[src/rtl/sram_arb_pkg.sv]
// Shared types, constants and helpers for the SRAM port arbiter.
// Imported by rr_pick and sram_port_arbiter.
package sram_arb_pkg;

  localparam int RSP_IDLE_DATA = 0;
  localparam int PTR_RESET     = 0;

  function automatic int id_width(input int n);
    return (n <= 1) ? 1 : $clog2(n);
  endfunction

endpackage

[src/rtl/sram_port_arbiter_rr_pick.sv]
// rr_pick: combinational round-robin picker (rotate, priority-encode, rotate back).
// Ports: valid_i[N], ptr_i -> grant_o (one-hot), gid_o (encoded), any_o.
module rr_pick
  import sram_arb_pkg::*;
#(
  parameter  int N  = 4,
  localparam int IW = id_width(N)
) (
  input  logic [N-1:0]  valid_i,
  input  logic [IW-1:0] ptr_i,
  output logic [N-1:0]  grant_o,
  output logic [IW-1:0] gid_o,
  output logic          any_o
);

  logic [2*N-1:0] dbl;
  logic [N-1:0]   rot;
  int             off;
  int             sel;

  always_comb begin
    dbl     = {valid_i, valid_i} >> ptr_i;
    rot     = dbl[N-1:0];
    any_o   = 1'b0;
    off     = 0;
    for (int k = 0; k < N; k++) begin
      if (!any_o && rot[k]) begin
        any_o = 1'b1;
        off   = k;
      end
    end
    sel = off + int'(ptr_i);
    if (sel >= N) sel = sel - N;
    grant_o = '0;
    for (int k = 0; k < N; k++) begin
      grant_o[k] = any_o && (sel == k);
    end
    gid_o = any_o ? IW'(sel) : '0;
  end

endmodule

[src/rtl/sram_port_arbiter.sv]
// Shares one single-port SRAM among N_REQ valid/ready requesters; 1-cycle reads.
// Ports: req_* in, req_ready/rsp_* out, sram_* to/from SRAM, busy. Macro SRAM_ARB_FIXED_PRIO_EN.
module sram_port_arbiter
  import sram_arb_pkg::*;
#(
  parameter  int N_REQ  = 4,
  parameter  int WIDTH  = 32,
  parameter  int DEPTH  = 32,
  localparam int ADDR_W = $clog2(DEPTH),
  localparam int IW     = id_width(N_REQ)
) (
  input  logic                    clk,
  input  logic                    rst,
  input  logic [N_REQ-1:0]        req_valid,
  output logic [N_REQ-1:0]        req_ready,
  input  logic [N_REQ-1:0]        req_we,
  input  logic [N_REQ*ADDR_W-1:0] req_addr,
  input  logic [N_REQ*WIDTH-1:0]  req_wdata,
  output logic [N_REQ-1:0]        rsp_valid,
  output logic [WIDTH-1:0]        rsp_data,
  output logic [ADDR_W-1:0]       sram_addr,
  output logic [WIDTH-1:0]        sram_d,
  output logic                    sram_ren,
  output logic                    sram_wen,
  input  logic [WIDTH-1:0]        sram_q,
  output logic                    busy
);

  logic [N_REQ-1:0] valid_eff;
  logic [N_REQ-1:0] grant;
  logic [IW-1:0]    gid;
  logic [IW-1:0]    ptr_sel;
  logic             any_g;
  logic             g_we;
  logic             rd_pending_q, rd_pending_d;
  logic [IW-1:0]    rd_id_q, rd_id_d;
  logic             rsp_live;

  // Nothing is granted while reset is held.
  assign valid_eff = rst ? '0 : req_valid;

  rr_pick #(.N(N_REQ)) u_pick (
    .valid_i (valid_eff),
    .ptr_i   (ptr_sel),
    .grant_o (grant),
    .gid_o   (gid),
    .any_o   (any_g)
  );

`ifdef SRAM_ARB_FIXED_PRIO_EN
  assign ptr_sel = IW'(PTR_RESET);
`else
  logic [IW-1:0] ptr_q, ptr_d;

  always_comb begin
    ptr_d = ptr_q;
    if (any_g) begin
      ptr_d = (gid == IW'(N_REQ - 1)) ? '0 : gid + 1'b1;
    end
  end

  always_ff @(posedge clk) begin
    if (rst) ptr_q <= IW'(PTR_RESET);
    else     ptr_q <= ptr_d;
  end

  assign ptr_sel = ptr_q;
`endif

  always_comb begin
    g_we      = 1'b0;
    sram_addr = '0;
    sram_d    = '0;
    for (int i = 0; i < N_REQ; i++) begin
      if (grant[i]) begin
        g_we      = req_we[i];
        sram_addr = req_addr[i*ADDR_W +: ADDR_W];
        sram_d    = req_we[i] ? req_wdata[i*WIDTH +: WIDTH] : '0;
      end
    end
    sram_wen = any_g & g_we;
    sram_ren = any_g & ~g_we;
  end

  always_comb begin
    rd_pending_d = any_g & ~g_we;
    rd_id_d      = rd_pending_d ? gid : rd_id_q;
  end

  always_ff @(posedge clk) begin
    if (rst) begin
      rd_pending_q <= 1'b0;
      rd_id_q      <= '0;
    end else begin
      rd_pending_q <= rd_pending_d;
      rd_id_q      <= rd_id_d;
    end
  end

  // A read granted just before reset must not surface its data.
  assign rsp_live = rd_pending_q & ~rst;

  always_comb begin
    for (int i = 0; i < N_REQ; i++) begin
      rsp_valid[i] = rsp_live && (rd_id_q == IW'(i));
    end
  end

  assign rsp_data  = rsp_live ? sram_q : WIDTH'(RSP_IDLE_DATA);
  assign req_ready = grant;
  assign busy      = ~rst & ((|req_valid) | rd_pending_q);

endmodule

[config.mk]
export PLATFORM = sky130hd
export DESIGN_NAME = sram_port_arbiter
export DESIGN_NICKNAME = d
export VERILOG_FILES = /design/src/rtl/sram_arb_pkg.sv /design/src/rtl/sram_port_arbiter_rr_pick.sv /design/src/rtl/sram_port_arbiter.sv
export SDC_FILE = /design/constraint.sdc
export NUM_CORES = 1
export LEC_CHECK = 0
export CAP_MARGIN = 20
export CORE_AREA = 8 8 99 101
export DETAILED_ROUTE_END_ITERATION = 16
export DIE_AREA = 0 0 107 109
export GPL_ROUTABILITY_DRIVEN = 0
export PLACE_DENSITY = 0.77
export SLEW_MARGIN = 20
export SYNTH_ARGS = -nofsm -noshare
export SYNTH_HDL_FRONTEND = slang
export SYNTH_SLANG_ARGS = --single-unit
[constraint.sdc]
create_clock -name clk -period 4.29 [get_ports clk]
set_input_delay 0.429 -clock clk [delete_from_list [all_inputs] [get_ports clk]]
set_output_delay 0.429 -clock clk [all_outputs]
set_load 0.02 [all_outputs]
==> flow_summary.ini <==
[power_and_ir_drop]
power_density_nw_per_um2 = 215
vdd.ir_drop.worst_uv = 113
total_power_uw = 998
p_leak_uw = 0.00199

[finish]
syn_to_final_growth_pct = 167
mostFrequentLayoutCells = 229 x clkdlybuf4s50_1, 45 x nor2_1, 39 x and2_1
nets = 696
layout_commonest_cell = clkdlybuf4s50_1
register_area_um2 = 100
multiInputGateArea_um2 = 1460
n_antenna_cell = 0
drive_gt1_frac = 0.0835
fillers = 755

[die]
die-width_um = 107
start_util = 0.207
rows = 34
die_y_um = 109
io-pin-count = 270
coreArea_um2 = 8380
die_area_um2 = 11700

[synthesis]
ys_async_sr_fraction = 0
synth-seq-cells = 5
synth_nets = 431
yosys.area.top_type = a221o_1
synth_area_leaders = a221o_1 18%, and2_1 14%, a22oi_1 14%
syn_area_per_cell_um2 = 7.27
synth_cell_types = 37
synth_warnings = 0
seq_area_frac_synth = 0.0576
synth-edff-count = 0
syn_inst = 239
synth_area_um2 = 1740
netlist.area_leader.share = 0.184
ys.flop_type = dfxtp_1

[place]
dpl.hpwl_mm = 10.7
dp_slack_ns = -0.113
io_buffers = 269

[sta]
fin_crit_ns = 4.08
max_slew_margin = 0.546
skew_ns = 0.00135
worst_pin_slew_ns = 0.678
final_max_slew_viol_count = 0
rsz0062_at_grt = yes
tns_ns = 0
hold_viol = 0
max_freq_mhz = 245
setup_violations = 0
timing.final.crit_share = 0.951
setup_slack_ns = 0.212

[drt]
drt_iter0_markers = 140
drc = 0
antenna_left = 0
drt_pass1_iterations = 4
via_per_inst = 4.91
vias = 3000
wl_per_cell_um = 19.9
routed_wl_mm = 12.2

[global_route]
grt_pass1_vias = 3154
grt_pass1_wl_mm = 17.6
antenna_found_initial = 3
grt.overflow.total = 0
grt.total_usage = 0.192
grt_max_degree = 29

[clock_network]
cts_root_buffer = clkbuf_8
cts_tree = yes
numClockSinks = 5
clk-insertion-delay-late_ns = 0.22
htree_num_levels = 1
clkTransAtPathRegs_ns = 0.04
numCtsBuffers = 3
clockBufferDepth = 2

[critical_path]
end_kind = output port
cpPeakStageDelay_ns = 0.53
crit_type = in2out
start_kind = primary input
path_buf_inv = 6
cp.required_ns = 3.86
critical_path.top_delay_family = buffers and inverters
path_cells = clkdlybuf4s50_1 -> buf_4 -> inv_1 -> o311ai_0 -> nand2_1 -> a31oi_1 -> ha_1 -> inv_1 -> fa_1 -> buf_6 -> mux4_2 -> and2_1 -> clkdlybuf4s50_1
worst_path_max_delay_cell = fa_1
cp_max_fo = 11
cp_data_arrival_time_ns = 3.65

[flow_run]
maxCapViolCount = 0

[hold_path]
hp-class = reg2reg

[status]
outcome = finished, final reports clean
-- cell usage after synthesis, types with 2 or more instances --
cell	instances
or4_1	2
and3_1	2
nand3b_1	2
mux2i_1	4
o2111ai_1	2
nor3b_1	2
buf_6	5
nand2_1	5
nor2_1	45
o311ai_0	2
and2_1	39
nor2b_1	2
a221o_1	32
nor3_1	3
inv_1	6
mux4_2	5
a22oi_1	32
clkbuf_1	15
a21oi_1	5
buf_4	4
dfxtp_1	5
buf_2	5
-- path summary, 6_finish.rpt --
| path | start | endpoint | slack, ns | cells after the start |
|---|---|---|---|---|
| min reg2reg | ptr_q[1] | ptr_q[1] | 0.52 | 2 |
| min | ptr_q[1] | ptr_q[1] | 0.52 | 2 |
| max | req_valid[1] | sram_addr[3] | 0.21 | 13 |
| max reg2reg | ptr_q[0] | rd_id_q[1] | 1.21 | 10 |
-- tightest hold or removal path, delay by kind of cell, from the launching register on --
kind             cells  cell delay [ns]
AND/OR/NAND/NOR      1             0.07
flip-flops           1             0.34
AO/OA/AOI/OAI        1             0.06
-- cells by family (layout without fill, tap and decap cells) --
logic type | count (synthesis) | count (layout) | share of synthesized area
AND/OR/NAND/NOR | 108 | 108 | 0.339
AO/OA/AOI/OAI | 79 | 79 | 0.382
buffers and inverters | 35 | 299 | 0.110
multiplexers | 9 | 9 | 0.0879
flip-flops | 5 | 5 | 0.0576
adder cells (fa/ha/maj) | 2 | 2 | 0.0187
XOR/XNOR | 1 | 1 | 0.00504
-- per-stage QoR --
stage / area (um^2) / hold slack [ns] / util / cells
floorplan: 1740 / 0.463 / - / 239
global placement: 4600 / 0.495 / 0.549 / 607
detailed placement: 4600 / 0.498 / 0.549 / 607
CTS: 4620 / 0.526 / 0.551 / 611
global route: 4640 / 0.571 / 0.554 / 611
finish: 4640 / 0.525 / 0.554 / 611
-- flip-flops by register name, summed over array words and instances (netlist names) --
register      flops
rd_pending_q      1
rd_id_q           2
ptr_q             2
-- repair_timing --
item / CTS / global route
pin swaps: 0 / 0
setup endpoints to repair: 34 / 33
hold buffers: 0 / 0
setup buffers: 0 / 0
endpoints found under the hold margin: 0 / 0
resized for setup: 31 / 34
-- power breakdown --
part / internal [uW] / switching [uW]
registers: 54.1 / 8.57
clock network: 64.0 / 25.1
logic: 455 / 391
-- layer usage --
| metal | wire length, um | share of wire | track usage |
|---|---|---|---|
| met1 | 4500 | 0.37 | 0.209 |
| met5 | 38 | 0.0031 | 0 |
| met2 | 6300 | 0.52 | 0.346 |
| met4 | 134 | 0.011 | 0.0442 |
| met3 | 1210 | 0.099 | 0.0703 |
-- final cells by class --
cell class / count / area share
timing repair buffer: 289 / 0.621
multi-input combinational: 199 / 0.314
tap: 108 / 0.0291
sequential: 5 / 0.0216
clock buffer: 4 / 0.00971
inverter: 6 / 0.00485
Note: power is estimated with default switching activity, not from simulation.
